[src/rtl/seg_pkg.sv]
// -----------------------------------------------------------------------------
// seg_pkg
// Shared constants for the 6-digit multiplexed 7-segment display scanner.
//   - Active-low 7-bit glyph patterns, bit order {g,f,e,d,c,b,a}
//   - Idle bus values SEG_OFF / SEL_OFF and the digit count
//   - Blink state encoding
// -----------------------------------------------------------------------------
package seg_pkg;

    localparam int NUM_DIGITS = 6;

    localparam logic [7:0] SEG_OFF = 8'hFF;
    localparam logic [5:0] SEL_OFF = 6'h3F;

    // Active-low glyphs {g,f,e,d,c,b,a}; a cleared bit lights that segment.
    localparam logic [6:0] GLYPH_0     = 7'h40;
    localparam logic [6:0] GLYPH_1     = 7'h79;
    localparam logic [6:0] GLYPH_2     = 7'h24;
    localparam logic [6:0] GLYPH_3     = 7'h30;
    localparam logic [6:0] GLYPH_4     = 7'h19;
    localparam logic [6:0] GLYPH_5     = 7'h12;
    localparam logic [6:0] GLYPH_6     = 7'h02;
    localparam logic [6:0] GLYPH_7     = 7'h78;
    localparam logic [6:0] GLYPH_8     = 7'h00;
    localparam logic [6:0] GLYPH_9     = 7'h10;
    localparam logic [6:0] GLYPH_DASH  = 7'h3F;
    localparam logic [6:0] GLYPH_BLANK = 7'h7F;

    typedef enum logic {
        ST_ON  = 1'b0,
        ST_OFF = 1'b1
    } blink_state_e;

endpackage

[src/rtl/seg_decode.sv]
// -----------------------------------------------------------------------------
// seg_decode
// Combinational nibble + decimal point -> active-low segment pattern.
//   nibble  in  4  digit value; 0-9 glyph, 15 dash, 10-14 blank
//   dp      in  1  decimal point, 1 = lit
//   pattern out 8  {dp,g,f,e,d,c,b,a}, active low
// -----------------------------------------------------------------------------
module seg_decode
    import seg_pkg::*;
(
    input  logic [3:0] nibble,
    input  logic       dp,
    output logic [7:0] pattern
);

    logic [6:0] glyph_s;

    // Nibble to glyph lookup.
    always_comb begin
        glyph_s = GLYPH_BLANK;
        case (nibble)
            4'd0:    glyph_s = GLYPH_0;
            4'd1:    glyph_s = GLYPH_1;
            4'd2:    glyph_s = GLYPH_2;
            4'd3:    glyph_s = GLYPH_3;
            4'd4:    glyph_s = GLYPH_4;
            4'd5:    glyph_s = GLYPH_5;
            4'd6:    glyph_s = GLYPH_6;
            4'd7:    glyph_s = GLYPH_7;
            4'd8:    glyph_s = GLYPH_8;
            4'd9:    glyph_s = GLYPH_9;
            4'd15:   glyph_s = GLYPH_DASH;
            default: glyph_s = GLYPH_BLANK;
        endcase
    end

    assign pattern = {~dp, glyph_s};

endmodule

[src/rtl/seg_scan_ctrl.sv]
// -----------------------------------------------------------------------------
// seg_scan_ctrl
// Time-multiplexed scan scheduler for a shared 6-digit 7-segment bus.
// One digit owns the bus per slot; digit data is snapshotted once per frame;
// the bus is blanked for BLANK_CYC clocks at each slot start; set-mode blink
// blanks the digits whose blink_sel bit is 0 during the blink off-phase.
// Ports:
//   clk          in   1   system clock
//   rst          in   1   synchronous reset, active high
//   bcd_in       in   24  digit nibbles, [3:0] = digit 0 (rightmost)
//   dp_in        in   6   decimal point per digit, 1 = lit
//   set_en       in   1   set mode, enables blinking
//   blink_sel    in   6   per-digit blink select, 0 = digit blinks
//   dim_level    in   3   brightness 0..7 (only with SEG_DIM_EN)
//   seg          out  8   {dp,g,f,e,d,c,b,a}, active low
//   sel          out  6   digit enable, one-hot active low
//   blink_phase  out  1   1 = blink on-phase
//   frame_tick   out  1   pulse when a new frame snapshot is taken
// Build option: define SEG_DIM_EN to add dim_level PWM dimming.
// After reset one priming slot runs with the bus blank; its slot_tick takes
// the first snapshot so real data is shown from the first digit-0 slot.
// -----------------------------------------------------------------------------
module seg_scan_ctrl
    import seg_pkg::*;
#(
    parameter int CLK_HZ          = 50_000_000,
    parameter int SCAN_HZ         = 1_000,
    parameter int BLANK_CYC       = 4,
    parameter int BLINK_ON_TICKS  = 400,
    parameter int BLINK_OFF_TICKS = 200
) (
    input  logic        clk,
    input  logic        rst,
    input  logic [23:0] bcd_in,
    input  logic [5:0]  dp_in,
    input  logic        set_en,
    input  logic [5:0]  blink_sel,
`ifdef SEG_DIM_EN
    input  logic [2:0]  dim_level,
`endif
    output logic [7:0]  seg,
    output logic [5:0]  sel,
    output logic        blink_phase,
    output logic        frame_tick
);

    localparam int DIV    = CLK_HZ / SCAN_HZ;
    localparam int PCNT_W = $clog2(DIV);
    localparam int BMAX   = (BLINK_ON_TICKS > BLINK_OFF_TICKS) ? BLINK_ON_TICKS : BLINK_OFF_TICKS;
    localparam int CNT_W  = (BMAX > 1) ? $clog2(BMAX) : 1;

    localparam logic [PCNT_W-1:0] PCNT_MAX  = PCNT_W'(DIV - 1);
    localparam logic [PCNT_W-1:0] PCNT_BLNK = PCNT_W'(BLANK_CYC);
    localparam logic [2:0]        IDX_MAX   = 3'(NUM_DIGITS - 1);
    localparam logic [CNT_W-1:0]  ON_LAST   = CNT_W'(BLINK_ON_TICKS - 1);
    localparam logic [CNT_W-1:0]  OFF_LAST  = CNT_W'(BLINK_OFF_TICKS - 1);

    logic [PCNT_W-1:0] pcnt_r;
    logic [2:0]        idx_r;
    logic              run_r;
    logic [23:0]       bcd_sh_r;
    logic [5:0]        dp_sh_r;
    logic              set_en_d_r;
    blink_state_e      state_r, state_nx_s;
    logic [CNT_W-1:0]  bcnt_r, bcnt_nx_s;
    logic [7:0]        seg_r, seg_nx_s;
    logic [5:0]        sel_r, sel_nx_s;
    logic              blink_phase_r, frame_tick_r;

    logic              slot_tick_s, wrap_s;
    logic [3:0]        cur_nib_s;
    logic              cur_dp_s, cur_bsel_s;
    logic [7:0]        pattern_s;
    logic              blink_blank_s, dim_blank_s;

    assign slot_tick_s = (pcnt_r == PCNT_MAX);
    // Priming slot counts as a wrap so the first snapshot happens right away.
    assign wrap_s      = slot_tick_s & (~run_r | (idx_r == IDX_MAX));

    // Prescaler, digit index, priming flag and frame snapshot.
    always_ff @(posedge clk) begin
        if (rst) begin
            pcnt_r     <= '0;
            idx_r      <= 3'd0;
            run_r      <= 1'b0;
            bcd_sh_r   <= 24'h000000;
            dp_sh_r    <= 6'h00;
            set_en_d_r <= 1'b0;
        end else begin
            set_en_d_r <= set_en;
            if (slot_tick_s) begin
                pcnt_r <= '0;
                run_r  <= 1'b1;
                if (wrap_s) begin
                    idx_r    <= 3'd0;
                    bcd_sh_r <= bcd_in;
                    dp_sh_r  <= dp_in;
                end else begin
                    idx_r <= idx_r + 3'd1;
                end
            end else begin
                pcnt_r <= pcnt_r + PCNT_W'(1);
            end
        end
    end

    // Current digit's shadow nibble, dp and live blink select.
    always_comb begin
        cur_nib_s  = 4'hA;
        cur_dp_s   = 1'b0;
        cur_bsel_s = 1'b1;
        case (idx_r)
            3'd0:    begin cur_nib_s = bcd_sh_r[3:0];   cur_dp_s = dp_sh_r[0]; cur_bsel_s = blink_sel[0]; end
            3'd1:    begin cur_nib_s = bcd_sh_r[7:4];   cur_dp_s = dp_sh_r[1]; cur_bsel_s = blink_sel[1]; end
            3'd2:    begin cur_nib_s = bcd_sh_r[11:8];  cur_dp_s = dp_sh_r[2]; cur_bsel_s = blink_sel[2]; end
            3'd3:    begin cur_nib_s = bcd_sh_r[15:12]; cur_dp_s = dp_sh_r[3]; cur_bsel_s = blink_sel[3]; end
            3'd4:    begin cur_nib_s = bcd_sh_r[19:16]; cur_dp_s = dp_sh_r[4]; cur_bsel_s = blink_sel[4]; end
            3'd5:    begin cur_nib_s = bcd_sh_r[23:20]; cur_dp_s = dp_sh_r[5]; cur_bsel_s = blink_sel[5]; end
            default: begin cur_nib_s = 4'hA;            cur_dp_s = 1'b0;       cur_bsel_s = 1'b1;         end
        endcase
    end

    seg_decode u_decode (
        .nibble  (cur_nib_s),
        .dp      (cur_dp_s),
        .pattern (pattern_s)
    );

`ifdef SEG_DIM_EN
    localparam int              DW      = PCNT_W + 4;
    localparam logic [DW-1:0]   WIN_LEN = DW'(DIV - BLANK_CYC);

    logic [2:0]    dim_sh_r;
    logic [DW-1:0] dim_pos_s, dim_lim_s;

    // Brightness is taken together with the frame snapshot.
    always_ff @(posedge clk) begin
        if (rst) begin
            dim_sh_r <= 3'd0;
        end else if (wrap_s) begin
            dim_sh_r <= dim_level;
        end else begin
            dim_sh_r <= dim_sh_r;
        end
    end

    // Sub-window (pos*8/len) <= level  <=>  pos*8 < (level+1)*len.
    assign dim_pos_s   = DW'(pcnt_r - PCNT_BLNK) << 3;
    assign dim_lim_s   = DW'({1'b0, dim_sh_r} + 4'd1) * WIN_LEN;
    assign dim_blank_s = (dim_pos_s >= dim_lim_s);
`else
    assign dim_blank_s = 1'b0;
`endif

    // Blink FSM state register.
    always_ff @(posedge clk) begin
        if (rst) begin
            state_r <= ST_ON;
            bcnt_r  <= '0;
        end else begin
            state_r <= state_nx_s;
            bcnt_r  <= bcnt_nx_s;
        end
    end

    // Blink FSM next state; a set_en rising edge restarts ahead of any tick.
    always_comb begin
        state_nx_s = state_r;
        bcnt_nx_s  = bcnt_r;
        if (!set_en || !set_en_d_r) begin
            state_nx_s = ST_ON;
            bcnt_nx_s  = '0;
        end else if (slot_tick_s) begin
            case (state_r)
                ST_ON: begin
                    if (bcnt_r == ON_LAST) begin
                        state_nx_s = ST_OFF;
                        bcnt_nx_s  = '0;
                    end else begin
                        bcnt_nx_s  = bcnt_r + CNT_W'(1);
                    end
                end
                ST_OFF: begin
                    if (bcnt_r == OFF_LAST) begin
                        state_nx_s = ST_ON;
                        bcnt_nx_s  = '0;
                    end else begin
                        bcnt_nx_s  = bcnt_r + CNT_W'(1);
                    end
                end
                default: begin
                    state_nx_s = ST_ON;
                    bcnt_nx_s  = '0;
                end
            endcase
        end else begin
            state_nx_s = state_r;
            bcnt_nx_s  = bcnt_r;
        end
    end

    // Blink FSM outputs and next bus values.
    always_comb begin
        blink_blank_s = set_en & (state_r == ST_OFF) & ~cur_bsel_s;
        seg_nx_s      = SEG_OFF;
        sel_nx_s      = SEL_OFF;
        if (!run_r || (pcnt_r < PCNT_BLNK)) begin
            seg_nx_s = SEG_OFF;
            sel_nx_s = SEL_OFF;
        end else begin
            sel_nx_s = ~(6'd1 << idx_r);
            if (blink_blank_s || dim_blank_s) begin
                seg_nx_s = SEG_OFF;
            end else begin
                seg_nx_s = pattern_s;
            end
        end
    end

    // Output registers; blink_phase follows the FSM state it is updated with.
    always_ff @(posedge clk) begin
        if (rst) begin
            seg_r         <= SEG_OFF;
            sel_r         <= SEL_OFF;
            blink_phase_r <= 1'b1;
            frame_tick_r  <= 1'b0;
        end else begin
            seg_r         <= seg_nx_s;
            sel_r         <= sel_nx_s;
            blink_phase_r <= (state_nx_s == ST_ON);
            frame_tick_r  <= wrap_s;
        end
    end

    assign seg         = seg_r;
    assign sel         = sel_r;
    assign blink_phase = blink_phase_r;
    assign frame_tick  = frame_tick_r;

endmodule

[config.mk]
export PLATFORM = sky130hd
export DESIGN_NAME = seg_scan_ctrl
export DESIGN_NICKNAME = d
export VERILOG_FILES = /design/src/rtl/seg_pkg.sv /design/src/rtl/seg_decode.sv /design/src/rtl/seg_scan_ctrl.sv
export SDC_FILE = /design/constraint.sdc
export NUM_CORES = 1
export LEC_CHECK = 0
export BUFFER_PORTS_ARGS = -buffer_cell sky130_fd_sc_hd__buf_4
export CORE_ASPECT_RATIO = 0.8
export CORE_MARGIN = 4
export CORE_UTILIZATION = 40
export DETAILED_ROUTE_END_ITERATION = 12
export PLACE_DENSITY = 0.72
export RECOVER_POWER = 100
export SLEW_MARGIN = 40
export SYNTH_ARGS = -nofsm -noshare
export SYNTH_HDL_FRONTEND = slang
export SYNTH_SLANG_ARGS = --single-unit
export TNS_END_PERCENT = 100
[constraint.sdc]
create_clock -name clk -period 3 [get_ports clk]
set_input_delay 0.3 -clock clk [delete_from_list [all_inputs] [get_ports clk]]
set_output_delay 0.3 -clock clk [all_outputs]
set_load 0.02 [all_outputs]
==> results.toml, run 1 <==
[logic_synthesis]
synthesis.nets = 391
yosysMostFrequentCell = "dfxtp_1"
netlist_top_cells_area = "dfxtp_1, a22o_1, ha_1, nor2_1, nand2_1"
synth_ff_type = "dfxtp_1"
synth.ff_latch_count = 77
yosys_warnings = 0
netlist_instances = 339
synth_largest_area_cell = "dfxtp_1"
syn_area_per_cell_sq_um = 9.73
async_flop_share_pct = 0
synth_edf_count = 0
synth_cell_type_count = 56
syn-cell-area_sq_mm = 0.00330
yosysSeqAreaShare_pct = 46.7
yosysTopAreaCellShare_pct = 46.7
synthTopCellsByCount = "dfxtp_1, nor2_1, a22o_1"

[cts]
cts_buffer_depth = 2
cts_setup_buffers = 0
cts_buffers = 9
tritoncts = "yes"
cts.sinks = 77
clk_pin_slew_ns = 0.08
cts_root_buf = "clkbuf_8"
htreeDepth = 3
clk_latency_ns = 0.35

[final_layout]
num-nets-final = 445
area_growth_syn_to_layout_pct = 19.0
diodes = 0
drive_above_1_share_pct = 16.1
nFillCells = 796

[die]
initial_core_util_pct = 41.3
die_area_sq_mm = 0.00977
num_rows = 29
coreArea_sq_mm = 0.00798
die_h_um = 89.2
io_pins = 55
die_w_um = 110

[routing]
antenna_left = 0
wirelength_um = 7640
vias = 2658
dr.pass1.iters = 4
wl_per_cell_um = 15.1
via_per_inst = 5.25
drtIter0Drc = 146
route.detailed.drc = 0

[placed_design]
hpwl_um = 5610
gp_congestion = 0.830
port-buffer-count = 54

[sta]
max_clock_freq_mhz = 349
worst_clock_skew_ns = 0.00629
tns_ns = 0
timing.final.crit_period_ns = 2.86
tightest_slew_ns = 0.793
hold_viol_final = 0
fin_crit_sh_pct = 95.4
relSlewSlack_pct = 47.0
rsz0062_at_grt = "no"
setup-violations-final = 0
report.final.slew_viol_count = 0

[global_routing]
use_met1_pct = 22.5
antenna_found_initial = 0
use_met2_pct = 23.9
met3_usage_pct = 4.26
globalRouteTotalUtil_pct = 15.9
grt.overflow.total = 0
grt_pass1_vias = 2558
busiest_layer = "met2"
grt_first_pass_wirelength_um = 12200
grt_max_degree = 33

[worst_hold_path]
hp-class = "primary input to flip-flop"
hold_start = "bcd_in[0]"

[setup_path]
cp.arrival_ns = 3.10
setup.worst_path.end_class = "flip-flop"
worstPathRequired_ns = 3.23
crit_path_start = "idx_r[0]$_SDFFE_PP0N_"
start_kind = "flip-flop"
path_class = "flip-flop to flip-flop"
rr_startpoint = "idx_r[0]$_SDFFE_PP0N_"
cp_max_fo = 15

[pwr]
p_leak_nw = 1.53
ir_worst_vdd_v = 0.000234
p_per_area_mw_per_mm2 = 497
finalPower_mw = 1.95

[job]
maxCapViolCount = 0

[status]
status = "finished clean"
path summary, 6_finish.rpt:
kind	depth (start not counted)	slack, ns	to
setup / recovery	9	0.14	seg[3]$_SDFF_PP1_
hold reg to reg	1	0.47	pcnt_r[0]$_SDFF_PP0_
hold / removal	2	0.16	bcd_sh_r[0]$_SDFFE_PP0P_
setup reg to reg	9	0.14	seg[3]$_SDFF_PP1_
power by group:
group | switching (mW) | total, mW | internal, mW
registers | 0.00372 | 1.03 | 1.03
logic | 0.0272 | 0.0639 | 0.0367
clock network | 0.368 | 0.858 | 0.489
total | 0.399 | 1.95 | 1.55
metrics by stage:
step	area [sq um]	hold WS, ns	setup slack, ns	util (%)	std cells
finish	3930	0.157	0.137	49.2	506
detailed placement	3800	0.456	0.207	47.6	490
global route	3930	0.151	0.0211	49.2	506
global placement	3800	0.445	0.450	47.6	490
CTS	4020	0.150	0.177	50.4	506
floorplan	3300	0.369	0.363	-	339
cells by family (layout without fill, tap and decap cells):
group,count (synthesis),in the layout,synth area share [%]
AO/OA/AOI/OAI,80,80,18.7
adder cells (fa/ha/maj),13,13,4.93
AND/OR/NAND/NOR,119,119,19.2
multiplexers,6,6,1.90
flip-flops,77,77,46.7
buffers and inverters,25,84,3.56
XOR/XNOR,19,19,5.04
sequential cells by signal, summed over array words and instances, names as in the netlist:
name and count:
bcnt_r 9, sel 6, idx_r 3, set_en_d_r 1
dp_sh_r 6, bcd_sh_r 24, state_r 1, seg 8
pcnt_r 16, blink_phase 1, frame_tick 1, run_r 1
metal layers:
layer | share of wire [%] | vias up
met2 | 44 | 68
met3 | 5.5 | 7
li1 | - | 1338
met1 | 49 | 1245
met5 | 0 | -
met4 | 1.2 | 0
repair_timing:
action / in CTS / in global routing
endpoints found under the hold margin: 0 / 0
resized for setup: 0 / 1
hold buffers: 0 / 0
setup endpoints to repair: 0 / 5
placed cells by master, fill, tap and decap left out, types with 3 or more instances in the layout:
master,Yosys,routed
o211ai_1,3,3
and3_1,3,3
a32oi_1,4,4
a22oi_1,3,3
nand2_1,29,30
buf_4,1,39
mux2i_1,4,4
nor3_1,4,5
clkbuf_1,3,17
xnor2_1,10,10
inv_1,10,10
o21ai_0,9,9
a22o_1,30,30
ha_1,13,13
clkbuf_8,0,10
or4_1,3,3
and2_1,6,4
nor2_1,31,31
nor2b_1,3,3
nand4_1,6,6
dfxtp_1,77,77
xor2_1,9,9
o211a_1,3,3
nand3_1,13,15
a21oi_1,11,11
layout make-up:
class                           instances  area (sq um)  area share [%]
Multi-Input combinational cell        237          1620            41.3
Sequential cell                        77          1540            39.3
Timing Repair Buffer                   58           367            9.34
Clock buffer                           10           138            3.51
Tap cell                              108           135            3.44
Clock inverter                          6          86.3            2.20
Inverter                               10          37.5           0.956
critical path, stage by stage, from the launching register on:
cell and delay, ns:
dfxtp_1 0.33, inv_1 0.11, ha_1 0.53, or3_1 0.22, nor2_1 0.08, nor3b_1 0.68
inv_1 0.20, ha_1 0.36, mux2i_1 0.14, o21ai_0 0.08
Power figures use the tool's default switching activity.
==> inputs of run 2 (changes only) <==
Settings changed: PLACE_DENSITY 0.72 to 0.74, SLEW_MARGIN 40 to 20.
Clock period 3 ns to 2.3 ns, I/O delays scaled along.
==> run 2 against run 1 <==
  * Combinational power grew 32%
  * Largest cell class unchanged
  * Die area did not move
  * Clock skew grew 0.0096 ns
  * Critical path depth is 1 lower
  * Routed wire length increased by 1.4%
  * Worst setup slack worse by 0.028 ns
  * Cell count rose by 2.4%
  * Largest power group unchanged
  * Final area is 5.3% higher
  * Clock power grew 21%
  * Flip-flop and latch count stayed put
  * Count of clock-buffer cells in the layout rose by 1
==> results.toml, run 2 (synthesized netlist as in run 1, its figures left out) <==
[job]
maxCapViolCount = 0

[final_layout]
nFillCells = 740
drive_above_1_share_pct = 22.7
top_register = "bcd_sh_r"
final_common_cell = "dfxtp_1"
num-nets-final = 457
largest_reg_flops = 24
post-route-util_pct = 51.8
fin_area_sq_mm = 0.00414
finalNonFillerCells = 518
area_growth_syn_to_layout_pct = 25.3
final_cell_mix = "dfxtp_1, buf_4, nor2_1, a22o_1, nand2_1"
diodes = 0
reg_top3 = "bcd_sh_r x24, pcnt_r x16, bcnt_r x9"

[sta]
setup-violations-final = 0
max_clock_freq_mhz = 456
timing.final.crit_period_ns = 2.19
report.final.slew_viol_count = 0
worst_clock_skew_ns = 0.0158
hold_viol_final = 0
tightest_slew_ns = 0.562
timing.final.ws_setup_ns = 0.109
holdWs_ns = 0.0697
fin_crit_sh_pct = 95.2
relSlewSlack_pct = 62.6

[cts]
cts_buffer_depth = 2
cts.sinks = 77
clk_pin_slew_ns = 0.09
clk_latency_ns = 0.36
cts_buffers = 9
tritoncts = "yes"
htreeDepth = 3
cts_root_buf = "clkbuf_8"
holdBufCountCts = 0

[global_routing]
globalRouteTotalUtil_pct = 16.4
antenna_found_initial = 0
grt_max_degree = 33
use_met2_pct = 23.7
grt.overflow.total = 0
busiest_layer = "met2"
grt_first_pass_wirelength_um = 12400
use_met1_pct = 22.5
grt_pass1_vias = 2579
met3_usage_pct = 5.42

[pwr]
p_per_area_mw_per_mm2 = 596
p_leak_nw = 1.60
ir_worst_vdd_v = 0.000399

[setup_path]
cp_cell_sequence = "inv_1, ha_1, buf_4, or3_4, o22ai_1, o211ai_1, o21ba_4, o21ai_0"
cp.arrival_ns = 2.43
cpPeakStageDelay_ns = 0.38
cp_max_fo = 6
start_kind = "flip-flop"
setup.worst_path.end_class = "flip-flop"
worstPathRequired_ns = 2.54
reg2reg_slack_ns = 0.11
slowest_stage = "or3_4"
worst-path-buf-inv = 2
critical-path-top-delay-family = "compound AO/OA/AOI/OAI gates"
path_class = "flip-flop to flip-flop"

[routing]
dr.pass1.iters = 4
wirelength_um = 7750
wl_per_cell_um = 15.0
drtIter0Drc = 135
vias = 2731
antenna_left = 0
via_per_inst = 5.27
route.detailed.drc = 0

[status]
status = "finished clean"

[placed_design]
gp_congestion = 0.913
hpwl_um = 5470
dp_cells = 499
port-buffer-count = 54
dp_slack_ns = 0.0557
place_area_sq_mm = 0.00394

[die]
io_pins = 55
coreArea_sq_mm = 0.00798
initial_core_util_pct = 41.3
die_h_um = 89.2
num_rows = 29
die_area_sq_mm = 0.00977
die_w_um = 110

[worst_hold_path]
hp-class = "primary input to flip-flop"
## run 2: final timing paths
check                                           start                      end  cells after the start
worst min register to register   pcnt_r[0]$_SDFF_PP0_     pcnt_r[0]$_SDFF_PP0_                      1
worst max-delay path            idx_r[1]$_SDFFE_PP0N_        seg[1]$_SDFF_PP1_                      8
worst max register to register  idx_r[1]$_SDFFE_PP0N_        seg[1]$_SDFF_PP1_                      8
worst min-delay path                         dp_in[2]  dp_sh_r[2]$_SDFFE_PP0P_                      2
## run 2: metrics by stage
| stage | power (mW) | TNS (ns) |
|---|---|---|
| 6_report | 2.46 | 0 |
| 5_1_grt | 2.56 | -0.0782 |
| 4_1_cts | 2.49 | 0 |
| 3_5_place_dp | 1.46 | 0 |
| 3_3_place_gp | 1.46 | 0 |
| 2_1_floorplan | 1.40 | 0 |
## run 2: power by group
group | leakage [nW] | switching (mW) | internal [mW]
clock | 0.0878 | 0.508 | 0.531
combinational | 0.887 | 0.0358 | 0.0484
sequential | 0.622 | 0.00543 | 1.34
total | 1.60 | 0.549 | 1.92
## run 2: layout make-up
type / instances / area, sq um / area share (%)
Tap cell: 108 / 135 / 3.27
Sequential cell: 77 / 1540 / 37.3
Inverter: 10 / 37.5 / 0.908
Clock buffer: 11 / 141 / 3.42
Multi-Input combinational cell: 237 / 1730 / 41.8
Clock inverter: 5 / 60.1 / 1.45
Timing Repair Buffer: 70 / 488 / 11.8
## run 2: per-layer routing
| metal | wire (um) | part of all wire, % | up-vias |
|---|---|---|---|
| met3 | 600 | 7.7 | 12 |
| met1 | 3680 | 47 | 1260 |
| li1 | - | - | 1370 |
| met5 | 0 | 0 | - |
| met4 | 127 | 1.6 | 0 |
| met2 | 3340 | 43 | 89 |
## run 2: timing repair
| action | 4_1_cts | 5_1_grt |
|---|---|---|
| gates resized for setup | 0 | 12 |
| endpoints found under the setup margin | 0 | 7 |
| buffers inserted | 0 | 3 |
==> inputs of run 3 (changes only) <==
Settings changed: CORE_ASPECT_RATIO 0.8 to not set.
==> run 3 against run 2 <==
  * Via count grew 0.37%
  * Power grew 4.1%
  * Global-route usage grew 0.19 points
  * Clock power grew 9.6%
  * First-iteration DRC count shrank 24%
  * Non-clock buffer count shrank 2
  * Sequential power is essentially flat
  * Critical path type unchanged
==> results.toml, run 3 (synthesized netlist as in run 1, its figures left out) <==
[final_layout]
area_growth_syn_to_layout_pct = 23.6
finalNonFillerCells = 510
drive_above_1_share_pct = 21.6
final_cell_mix = "dfxtp_1, buf_4, nor2_1, a22o_1, nand2_1"
top_register = "bcd_sh_r"
final_common_cell = "dfxtp_1"
post-route-util_pct = 51.7
reg_top3 = "bcd_sh_r x24, pcnt_r x16, bcnt_r x9"
num-nets-final = 455
fin_area_sq_mm = 0.00408
largest_reg_flops = 24
diodes = 0

[sta]
timing.final.ws_setup_ns = 0.120
tns_ns = 0
rsz0062_at_grt = "no"
relSlewSlack_pct = 63.2
fin_crit_sh_pct = 94.8
report.final.slew_viol_count = 0
hold_viol_final = 0
setup-violations-final = 0
tightest_slew_ns = 0.551
holdWs_ns = 0.0694
worst_clock_skew_ns = 0.0142
max_clock_freq_mhz = 459
timing.final.crit_period_ns = 2.18

[setup_path]
cp_common_cell = "ha_2"
path_class = "flip-flop to flip-flop"
cp.arrival_ns = 2.42
cp_cell_sequence = "inv_1, ha_2, buf_4, a32o_1, a311oi_4, ha_2, nand2_1, a311o_1"
setup.worst_path.end_class = "flip-flop"
worstPathRequired_ns = 2.54
cpPeakStageDelay_ns = 0.35
worst-path-buf-inv = 2
critical-path-top-delay-family = "compound AO/OA/AOI/OAI gates"
slowest_stage = "dfxtp_2"
cp_max_fo = 7
start_kind = "flip-flop"

[placed_design]
place_area_sq_mm = 0.00393
hpwl_um = 5660
dp_slack_ns = 0.0514
port-buffer-count = 54
dp_cells = 494
gp_congestion = 0.861

[routing]
drtIter0Drc = 103
dr.pass1.iters = 6
route.detailed.drc = 0
antenna_left = 0
wl_per_cell_um = 15.4
wirelength_um = 7830
via_per_inst = 5.37
vias = 2741

[cts]
clk_pin_slew_ns = 0.09
htreeDepth = 3
tritoncts = "yes"
cts_setup_buffers = 0
cts_buffer_depth = 2
cts_buffers = 9
clk_latency_ns = 0.36
cts_root_buf = "clkbuf_8"
cts.sinks = 77

[die]
coreArea_sq_mm = 0.00789
die_h_um = 98.8
die_area_sq_mm = 0.00977
num_rows = 32
io_pins = 55
initial_core_util_pct = 41.8
die_w_um = 98.8

[pwr]
p_per_area_mw_per_mm2 = 629
p_int_mw = 2.00
p_leak_nw = 1.59
pwr-share-seq_pct = 52.3
p_clk_share_pct = 44.4
finalPower_mw = 2.57
ir_worst_vdd_v = 0.000379
netSwitchingFraction_pct = 22.0
net-switching-power_mw = 0.564
p_comb_share_pct = 3.3

[global_routing]
grt_max_degree = 33
grt.overflow.total = 0
grt_first_pass_wirelength_um = 13000
globalRouteTotalUtil_pct = 16.6
grt_pass1_vias = 2695
antenna_found_initial = 0

[job]
maxCapViolCount = 0

[status]
status = "finished clean"

[worst_hold_path]
hp-class = "primary input to flip-flop"
==> run 3: area by class of cell <==
| type | count | area [sq um] |
|---|---|---|
| Fill cell | 742 | 3810 |
| Timing Repair Buffer | 68 | 443 |
| Multi-Input combinational cell | 237 | 1700 |
| Sequential cell | 77 | 1540 |
| Inverter | 10 | 37.5 |
| Clock buffer | 9 | 124 |
| Tap cell | 102 | 128 |
| Clock inverter | 7 | 98.8 |
==> run 3: path summary, 6_finish.rpt <==
kind         cells after the start  slack, ns                   from                   endpoint
max                              8       0.12  idx_r[0]$_SDFFE_PP0N_          seg[4]$_SDFF_PP1_
min                              2       0.07             bcd_in[20]  bcd_sh_r[20]$_SDFFE_PP0P_
max reg2reg                      8       0.12  idx_r[0]$_SDFFE_PP0N_          seg[4]$_SDFF_PP1_
min reg2reg                      1       0.46   pcnt_r[0]$_SDFF_PP0_       pcnt_r[0]$_SDFF_PP0_
==> run 3: power groups by stage <==
stage | clock (mW) | sequential, mW | combinational [mW]
detailed placement | 0 | 1.37 | 0.0872
floorplan | 0 | 1.37 | 0.0249
global placement | 0 | 1.37 | 0.0863
global route | 1.22 | 1.34 | 0.0935
finish | 1.14 | 1.34 | 0.0855
CTS | 1.17 | 1.34 | 0.0876
==> run 3: layer usage <==
layer / global-route usage (%) / up-vias / share of wire (%)
met5: 0 / - / 0
met4: 4.73 / 0 / 1.1
met3: 6.02 / 8 / 6.0
met2: 26.8 / 70 / 47
met1: 20.8 / 1302 / 46
li1: - / 1361 / -
==> run 3: timing repair <==
| item | CTS | global route |
|---|---|---|
| endpoints found under the setup margin | 0 | 6 |
| hold buffers | 0 | 0 |
| resized for setup | 0 | 7 |
==> run 3: worst register-to-register path: cells and delay by family (launching register included) <==
kind / cells / cell delay [ns]
DFF: 1 / 0.35
AOI/OAI and AO/OA: 3 / 0.97
buffers and inverters: 2 / 0.24
adders and majority gates: 2 / 0.44
and+or+nand+nor: 1 / 0.05
